File: src/rtl/uart_rx_frame_deserializer.sv
// rtl/uart_rx_frame_deserializer.sv - UART RX frame deserializer with parity/stop check and valid/ready holding register
// Assembles data, parity and stop bits from sampler strobes; frames complete into a single-entry output register.
module uart_rx_frame_deserializer #(
   parameter int  DATA_WIDTH = 8,
   localparam int CW         = $clog2(DATA_WIDTH + 1)
) (
   input  logic                  clk,
   input  logic                  reset,
   input  logic [CW-1:0]         cfg_data_bits,
   input  logic                  cfg_parity_en,
   input  logic                  cfg_parity_odd,
   input  logic                  cfg_msb_first,
   input  logic                  frame_start,
   input  logic                  bit_valid,
   input  logic                  sampled_bit,
   output logic [DATA_WIDTH-1:0] out_data,
   output logic                  out_valid,
   input  logic                  out_ready,
   output logic                  out_parity_err,
   output logic                  out_frame_err,
   output logic                  overrun,
   input  logic                  clear_overrun,
   output logic                  busy
);

   typedef enum logic [1:0] {S_IDLE, S_DATA, S_PARITY, S_STOP} state_t;

   localparam logic [CW-1:0] LP_DW = CW'(DATA_WIDTH);

   state_t                r_state;
   state_t                w_state_next;
   logic [CW-1:0]         r_cnt;
   logic [CW-1:0]         r_n;
   logic                  r_par_en;
   logic                  r_par_odd;
   logic                  r_msb;
   logic                  r_par_acc;
   logic                  r_perr;
   logic [DATA_WIDTH-1:0] r_shift;
   logic [DATA_WIDTH-1:0] r_out_data;
   logic                  r_out_valid;
   logic                  r_out_perr;
   logic                  r_out_ferr;
   logic                  r_overrun;

   logic [CW-1:0]         w_cnt_inc;
   logic [CW-1:0]         w_idx;
   logic [CW-1:0]         w_n_cfg;
   logic [DATA_WIDTH-1:0] w_shift_next;
   logic                  w_bit_take;
   logic                  w_stop;
   logic                  w_free;

   always_ff @(posedge clk) begin
      if (reset) r_state <= S_IDLE;
      else       r_state <= w_state_next;
   end

   always_comb begin
      w_state_next = r_state;
      w_cnt_inc    = r_cnt + 1'b1;
      // frame_start has priority over any strobe in the same cycle
      w_bit_take   = bit_valid && !frame_start;
      if (frame_start) begin
         w_state_next = S_DATA;
      end else begin
         case (r_state)
            S_DATA:   if (bit_valid && (w_cnt_inc == r_n))
                         w_state_next = r_par_en ? S_PARITY : S_STOP;
            S_PARITY: if (bit_valid) w_state_next = S_STOP;
            S_STOP:   if (bit_valid) w_state_next = S_IDLE;
            default:  w_state_next = S_IDLE;
         endcase
      end
   end

   always_comb begin
      w_n_cfg = ((cfg_data_bits == '0) || (cfg_data_bits > LP_DW)) ? LP_DW : cfg_data_bits;
      w_idx   = r_msb ? (r_n - CW'(1) - r_cnt) : r_cnt;
      w_shift_next = r_shift;
      for (int i = 0; i < DATA_WIDTH; i++) begin
         if (w_idx == i[CW-1:0]) w_shift_next[i] = sampled_bit;
      end
      w_stop = (r_state == S_STOP) && w_bit_take;
      w_free = !r_out_valid || out_ready;
   end

   always_ff @(posedge clk) begin
      if (reset) begin
         r_cnt       <= '0;
         r_n         <= '0;
         r_par_en    <= 1'b0;
         r_par_odd   <= 1'b0;
         r_msb       <= 1'b0;
         r_par_acc   <= 1'b0;
         r_perr      <= 1'b0;
         r_shift     <= '0;
         r_out_data  <= '0;
         r_out_valid <= 1'b0;
         r_out_perr  <= 1'b0;
         r_out_ferr  <= 1'b0;
         r_overrun   <= 1'b0;
      end else begin
         if (frame_start) begin
            r_cnt     <= '0;
            r_shift   <= '0;
            r_par_acc <= 1'b0;
            r_perr    <= 1'b0;
            r_n       <= w_n_cfg;
            r_par_en  <= cfg_parity_en;
            r_par_odd <= cfg_parity_odd;
            r_msb     <= cfg_msb_first;
         end else if (bit_valid) begin
            if (r_state == S_DATA) begin
               r_shift   <= w_shift_next;
               r_cnt     <= w_cnt_inc;
               r_par_acc <= r_par_acc ^ sampled_bit;
            end else if (r_state == S_PARITY) begin
               r_perr <= r_par_acc ^ sampled_bit ^ r_par_odd;
            end
         end

         if (w_stop && w_free) begin
            r_out_valid <= 1'b1;
            r_out_data  <= r_shift;
            r_out_perr  <= r_par_en & r_perr;
            r_out_ferr  <= !sampled_bit;
         end else if (r_out_valid && out_ready) begin
            r_out_valid <= 1'b0;
         end

         if (w_stop && !w_free) r_overrun <= 1'b1;
         else if (clear_overrun) r_overrun <= 1'b0;
      end
   end

   assign out_data       = r_out_data;
   assign out_valid      = r_out_valid;
   assign out_parity_err = r_out_perr;
   assign out_frame_err  = r_out_ferr;
   assign overrun        = r_overrun;
   assign busy           = (r_state != S_IDLE);

endmodule

File: config.mk
export PLATFORM = sky130hd
export DESIGN_NAME = uart_rx_frame_deserializer
export DESIGN_NICKNAME = d
export VERILOG_FILES = /design/src/rtl/uart_rx_frame_deserializer.sv
export SDC_FILE = /design/constraint.sdc
export NUM_CORES = 1
export LEC_CHECK = 0
export ABC_AREA = 1
export CAP_MARGIN = 40
export CORE_MARGIN = 2
export CORE_UTILIZATION = 50
export CTS_BUF_LIST = sky130_fd_sc_hd__clkbuf_8
export DETAILED_ROUTE_END_ITERATION = 8
export PLACE_DENSITY = 0.76
export SLEW_MARGIN = 20
export SYNTH_ARGS = -nofsm -noshare
export SYNTH_HDL_FRONTEND = slang
export SYNTH_SLANG_ARGS = --single-unit
File: constraint.sdc
create_clock -name clk -period 1.89 [get_ports clk]
set_input_delay 0.2835 -clock clk [delete_from_list [all_inputs] [get_ports clk]]
set_output_delay 0.2835 -clock clk [all_outputs]
set_load 0.1 [all_outputs]
==> out/metrics.cfg, run 1 <==
[synth]
synthTopCellsByArea=dfxtp_1 39%, nand2_1 8.9%, inv_1 6.8%
yosysMostFrequentCell=nand2_1
synth_largest_area_cell=dfxtp_1
syn_area_mm2=0.00181
synthArstFlopShare_pct=0
ys_warn_count=0
seq_area_frac_synth_pct=38.7
synth-edff-count=0
syn_nets=273
synth_cell_types=29
synth_top_cell_area_share_pct=38.7
netlist_instances=250
syn_avg_cell_area_um2=7.25
yosys_register_bits=35
synthFlopType=dfxtp_1
synth_common_cells=43 x nand2_1, 35 x dfxtp_1, 33 x inv_1, 32 x nor2_1, 23 x o21ai_0

[global_route]
grt_pass1_vias=1567
gr-total-overflow=0
grt_pass1_wl_um=6690
antenna_found_initial=0
track_usage_pct=20.6
grt_max_degree=20

[cts]
cts_root_buf=clkbuf_8
clk_pin_slew_ns=0.08
tritoncts=yes
clk_path_buf_depth=2
numCtsBuffers=5
clk-insertion-delay-late_ns=0.29
clkSinkCount=35
hold_buffers=0
cts-htree-levels=2

[route]
initialDrtViolationCount=92
wl_per_cell_um=11.7
dr.pass1.iters=4
drt_wl_total_um=3910
vias_per_cell=5.06
ant_nets=0
vias=1696
drc=0

[run]
drv_cap=0

[layout]
postLayoutCoreUtil_pct=66.6
multi_input_area_um2=958
n_fill_cell=300
layout-drive-gt1-share_pct=20.1
final_cells=335
seqCellArea_um2=704
n_antenna_cell=0
area.growth.synth_to_final_pct=25.5
finalNetCount=311

[worst_setup_path]
r2r_slack_ns=0.04
worst-path-buf-inv=2
slowest_delay_ns=0.48
cp_slowest_cell=fa_1
crit_family=simple AND/OR/NAND/NOR gates
worstSetupEndpointType=register
required_ns=2.12
critPathMaxFanout=2
critical_path_class=register to register
path_depth=12
startpoint_type=register
rr_worst_depth=12
cp_cell_sequence=inv_2 > ha_4 > inv_2 > fa_1 > nand2_2 > o21ai_2 > nand2_2 > nor2_2 > nand4_1 > nand2_1 > nand2_1 > nor2_1
crit_arrival_ns=2.09

[min_path]
hold_class=register to register
hold_path_depth=2

[sta]
rsz0062_at_grt=true
clock.fmax_mhz=539
layout_min_cycle_time_ns=1.85
slew_viol_final=0
hold_violations=0
period_share_pct=98.1
max_slew_margin_pct=65.9
finalClockSkew_ns=0.00699
worst_pin_slew_ns=0.511
setup_viol=0

[power_and_ir_drop]
ir_worst_vdd_mv=0.355
p_clk_share_pct=34.7
power_density_mw_per_mm2=680
p_leak_nw=1.02
internal_power_w=0.00110
p_sw_share_pct=28.7
p_comb_share_pct=15.2
fin_total_pwr_w=0.00155
p_switching_w=0.000444
p_seq_share_pct=50.0

[die]
die_y_um=64.2
core_mm2=0.00342
initial_core_util_pct=53.0
fp-row-count=21
die_x_um=64.2
io_pins=27
dieArea_mm2=0.00412

[place]
gp_congestion=0.799
dp_cells=326
port_buffers=26
dpl.hpwl_um=2800

[outcome]
status=finished clean

==> worst paths after layout <==
kind	start	end
worst max-delay path	r_cnt[0]$_SDFFE_PP0P_	r_shift[1]$_SDFFE_PP0P_
worst min-delay path	r_shift[2]$_SDFFE_PP0P_	out_data[2]$_SDFFE_PP0P_
worst max register to register	r_cnt[0]$_SDFFE_PP0P_	r_shift[1]$_SDFFE_PP0P_
worst min register to register	r_shift[2]$_SDFFE_PP0P_	out_data[2]$_SDFFE_PP0P_
==> per-layer routing <==
| metal | global-route usage, % | up-vias | part of all wire [%] |
|---|---|---|---|
| met4 | 8.51 | 0 | 1.9 |
| met5 | 0 | - | 0 |
| met2 | 34.1 | 44 | 48 |
| li1 | - | 887 | - |
| met1 | 25.5 | 756 | 45 |
| met3 | 5.11 | 9 | 4.8 |
==> what timing repair did <==
| action | in CTS | in global routing |
|---|---|---|
| pin swaps | 5 | 7 |
| hold endpoints to repair | 0 | 0 |
| gates resized for setup | 3 | 10 |
| endpoints found under the setup margin | 1 | 8 |
| buffers inserted | 0 | 1 |
==> per-stage QoR <==
step | hold slack [ns] | area [um2] | TNS, ns | setup WS, ns
3_3_place_gp | 0.449 | 2140 | 0 | 0.0693
2_1_floorplan | 0.353 | 1810 | 0 | 0.0657
5_1_grt | 0.491 | 2270 | -0.176 | -0.0783
6_report | 0.455 | 2270 | 0 | 0.0359
4_1_cts | 0.461 | 2240 | 0 | 0.00680
3_5_place_dp | 0.450 | 2140 | -0.00193 | -0.00193
==> registers in the layout, summed over array words and instances, names as in the netlist <==
signal and flops:
r_par_acc 1, out_parity_err 1, r_par_odd 1, out_data 8, r_shift 8, r_n 4
r_msb 1, out_frame_err 1, r_state 2, r_cnt 4, r_par_en 1, out_valid 1
r_perr 1, overrun 1
==> tightest hold or removal path, stage by stage (launching register included) <==
cell and delay (ns):
dfxtp_1 0.30, inv_1 0.06, a21oi_1 0.06
==> power groups by stage <==
| stage | Clock [W] | Sequential, W | Combinational (W) |
|---|---|---|---|
| floorplan | 0 | 0.000792 | 0.000145 |
| global placement | 0 | 0.000788 | 0.000221 |
| detailed placement | 0 | 0.000789 | 0.000225 |
| CTS | 0.000546 | 0.000772 | 0.000228 |
| global route | 0.000585 | 0.000776 | 0.000264 |
| finish | 0.000537 | 0.000774 | 0.000235 |
==> cells in the final DEF (no fill, tap or decap), types with 4 or more instances in the layout <==
cell	n
clkbuf_8	5
clkdlybuf4s50_1	13
nor2_2	4
dfxtp_1	32
ha_1	7
nand4_1	10
inv_2	5
nand2_1	42
nand3_1	13
nand2_2	6
buf_4	21
nor2_1	30
inv_1	32
o21ai_0	23
a21oi_1	18
==> final cells by class <==
type,count,area share (%)
multi-input cells,173,42.2
flip-flops and latches,35,31.0
repair buffers,36,14.4
inverters,37,6.16
clock buffers,5,3.03
well taps,46,2.53
clock inverters,3,0.715
==> cell families (layout without fill, tap and decap cells) <==
family	count (synthesis)	after routing	synth area share [%]
compound gates	50	50	15.3
buf+inv	42	81	10.2
fa+ha+maj	9	9	6.63
flops	35	35	38.7
xor+xnor	6	6	2.90
simple gates	108	108	26.3
Note: power is estimated with default switching activity, not from simulation.
==> run 2, diff against run 1 <==
--- a/config.mk
+++ b/config.mk
@@ -11,7 +11,8 @@
 export CORE_UTILIZATION = 50
 export CTS_BUF_LIST = sky130_fd_sc_hd__clkbuf_8
 export DETAILED_ROUTE_END_ITERATION = 8
-export PLACE_DENSITY = 0.76
+export HOLD_SLACK_MARGIN = 0.03
+export PLACE_DENSITY = 0.73
 export SLEW_MARGIN = 20
 export SYNTH_ARGS = -nofsm -noshare
 export SYNTH_HDL_FRONTEND = slang
==> constraint.sdc (replaced) <==
create_clock -name clk -period 1.8 [get_ports clk]
set_input_delay 0.27 -clock clk [delete_from_list [all_inputs] [get_ports clk]]
set_output_delay 0.27 -clock clk [all_outputs]
set_load 0.005 [all_outputs]
==> run 2 against run 1 <==
The flow now finishes with violations (negative setup slack). Fmax increased by 1.2%. Setup slack worse by 0.068 ns. Clock power grew 27%. Utilization rose by 3.4 points. First-iteration DRC count down 20%. Register-to-register slack got worse by 0.07 ns. Clock-buffer cell count is the same. Worst hold slack improved by 0.0063 ns. Non-clock buffer count grew 10. Cell area is 5.1% higher. Wire length grew 2.5%. Final cell count up 2.7%. Critical path type unchanged. Largest cell class unchanged. Highest routed layer unchanged.
==> out/metrics.cfg, run 2 (synthesis results as in run 1) <==
[worst_setup_path]
required_ns=1.99  ; -0.13 ns
r2r_slack_ns=-0.03  ; -0.07 ns
rr_worst_depth=11  ; -1
slowest_delay_ns=0.48  ; about the same
critical_path_class=register to register
cp_cell_sequence=inv_2 > ha_4 > inv_2 > fa_1 > nand2_2 > o21ai_2 > nand2_2 > nor2_2 > nand4_1 > nor2_1 > nor2_1
r2r-start=r_cnt[0]$_SDFFE_PP0P_
startpoint_type=register
rr_endpoint=r_shift[5]$_SDFFE_PP0P_
crit_arrival_ns=2.02  ; -0.07 ns
critPathMaxFanout=2  ; unchanged
cp_slowest_cell=fa_1
worstSetupEndpointType=register

[cts]
clk_pin_slew_ns=0.07  ; about the same
clk_path_buf_depth=2  ; unchanged
hold_buffers=0  ; unchanged
clkSinkCount=35  ; unchanged
cts_root_buf=clkbuf_8
numCtsBuffers=5  ; unchanged
cts-htree-levels=2  ; unchanged
clk-insertion-delay-late_ns=0.29  ; about the same
tritoncts=yes

[sta]
worst_pin_slew_ns=0.441  ; -0.0696 ns
worst_slack_ns=-0.0324  ; -0.0683 ns
hold_violations=0  ; unchanged
layout_min_cycle_time_ns=1.83  ; -0.0217 ns
period_share_pct=102  ; +3.7 points
fin_tns_setup_ns=-0.0701  ; -0.0701 ns
rsz0062_at_grt=true
clock.fmax_mhz=546  ; +1.2%
setup_viol=3  ; +3
finalClockSkew_ns=0.00381  ; -0.00317 ns
max_slew_margin_pct=70.6  ; +4.6 points
slew_viol_final=0  ; unchanged

[layout]
final_area_mm2=0.00239  ; +5.1%
area.growth.synth_to_final_pct=31.8
layout_commonest_cell=nand2_1
postLayoutCoreUtil_pct=69.9  ; +3.4 points
layout_common_cells=42 x nand2_1, 32 x inv_1, 31 x nor2_1, 31 x dfxtp_1, 26 x clkdlybuf4s50_1
n_antenna_cell=0  ; unchanged
layout-drive-gt1-share_pct=18.1  ; -1.9 points
finalNetCount=321  ; +3.2%

[min_path]
hold_path_depth=2  ; unchanged
hold_class=register to register
hp-start=r_shift[6]$_SDFFE_PP0P_
hold_end=out_data[6]$_SDFFE_PP0P_

[die]
io_pins=27  ; unchanged
fp-row-count=21  ; unchanged
die_x_um=64.2  ; unchanged
dieArea_mm2=0.00412  ; unchanged
initial_core_util_pct=53.0  ; unchanged
core_mm2=0.00342  ; unchanged
die_y_um=64.2  ; unchanged

[outcome]
violations=negative setup slack
status=finished with violations

[route]
vias=1726  ; +1.8%
wl_per_cell_um=11.6  ; -0.17%
initialDrtViolationCount=74  ; -20%
drc=0  ; unchanged
drt_wl_total_um=4000  ; +2.5%
ant_nets=0  ; unchanged
dr.pass1.iters=4  ; unchanged
vias_per_cell=5.02  ; -0.89%

[global_route]
track_usage_pct=21.6  ; +1.0 points
grt_max_degree=20  ; unchanged
gr-total-overflow=0  ; unchanged
grt_pass1_vias=1546  ; -1.3%
grt_pass1_wl_um=6910  ; +3.3%
antenna_found_initial=0  ; unchanged

[power_and_ir_drop]
p_leak_nw=1.05  ; +2.5%
ir_worst_vdd_mv=0.550  ; +55%
power_density_mw_per_mm2=723  ; +6.3%

[place]
placed_cell_area_mm2=0.00220  ; +2.7%
dpl.hpwl_um=2850  ; +1.6%
port_buffers=26  ; unchanged
gp_congestion=0.812  ; +1.6%

[run]
drv_cap=0  ; unchanged

run 2: worst max-delay path by stage:
stage | from | endpoint | slack [ns]
finish | r_cnt[0]$_SDFFE_PP0P_ | r_shift[5]$_SDFFE_PP0P_ | -0.03
global route | r_cnt[0]$_SDFFE_PP0P_ | r_shift[5]$_SDFFE_PP0P_ | -0.18
CTS | r_cnt[0]$_SDFFE_PP0P_ | r_shift[5]$_SDFFE_PP0P_ | -0.03
detailed placement | r_cnt[0]$_SDFFE_PP0P_ | r_shift[2]$_SDFFE_PP0P_ | -0.05
global placement | r_cnt[0]$_SDFFE_PP0P_ | r_shift[1]$_SDFFE_PP0P_ | -0.03
floorplan | r_cnt[0]$_SDFFE_PP0P_ | r_shift[7]$_SDFFE_PP0P_ | 0.03
run 2: power breakdown:
part | total (W) | internal, W | leakage [nW] | switching, W
logic | 0.000234 | 0.000111 | 0.704 | 0.000123
registers | 0.000811 | 0.000793 | 0.286 | 0.0000185
clock network | 0.000682 | 0.000400 | 0.0554 | 0.000282
total | 0.00173 | 0.00130 | 1.05 | 0.000424
run 2: routing by layer:
layer / global-route usage [%] / routed length (um) / vias up
li1: - / - / 903
met1: 26.1 / 1870 / 776
met2: 35.3 / 1890 / 37
met3: 6.16 / 145 / 10
met4: 10.4 / 104 / 0
met5: 0 / 0 / -
run 2: critical path: cells and delay by family (launching register included):
family | cells | cell delay [ns]
AND/OR/NAND/NOR | 6 | 0.59
flip-flops | 1 | 0.33
buffers and inverters | 2 | 0.11
AO/OA/AOI/OAI | 1 | 0.09
adder cells (fa/ha/maj) | 2 | 0.62
run 2: cell type report:
class | instances | area [um2]
Inverter | 37 | 140
Timing Repair Buffer | 46 | 423
Clock buffer | 5 | 68.8
Sequential cell | 35 | 706
Tap cell | 46 | 57.6
Fill cell | 296 | 1030
Clock inverter | 2 | 33.8
Multi-Input combinational cell | 173 | 960
run 2: per-stage QoR:
stage	hold WS (ns)	std cells	setup WS, ns	power [W]
floorplan	0.339	250	0.0270	0.000957
global placement	0.447	331	-0.0293	0.00104
detailed placement	0.450	331	-0.0548	0.00104
CTS	0.464	341	-0.0289	0.00173
global route	0.489	344	-0.177	0.00181
finish	0.461	344	-0.0324	0.00173
run 2: repair_timing:
action	CTS	global route
resized for setup	6	5
gates cloned	0	0
pin swaps	9	8
endpoints found under the setup margin	8	10
setup buffers	3	3
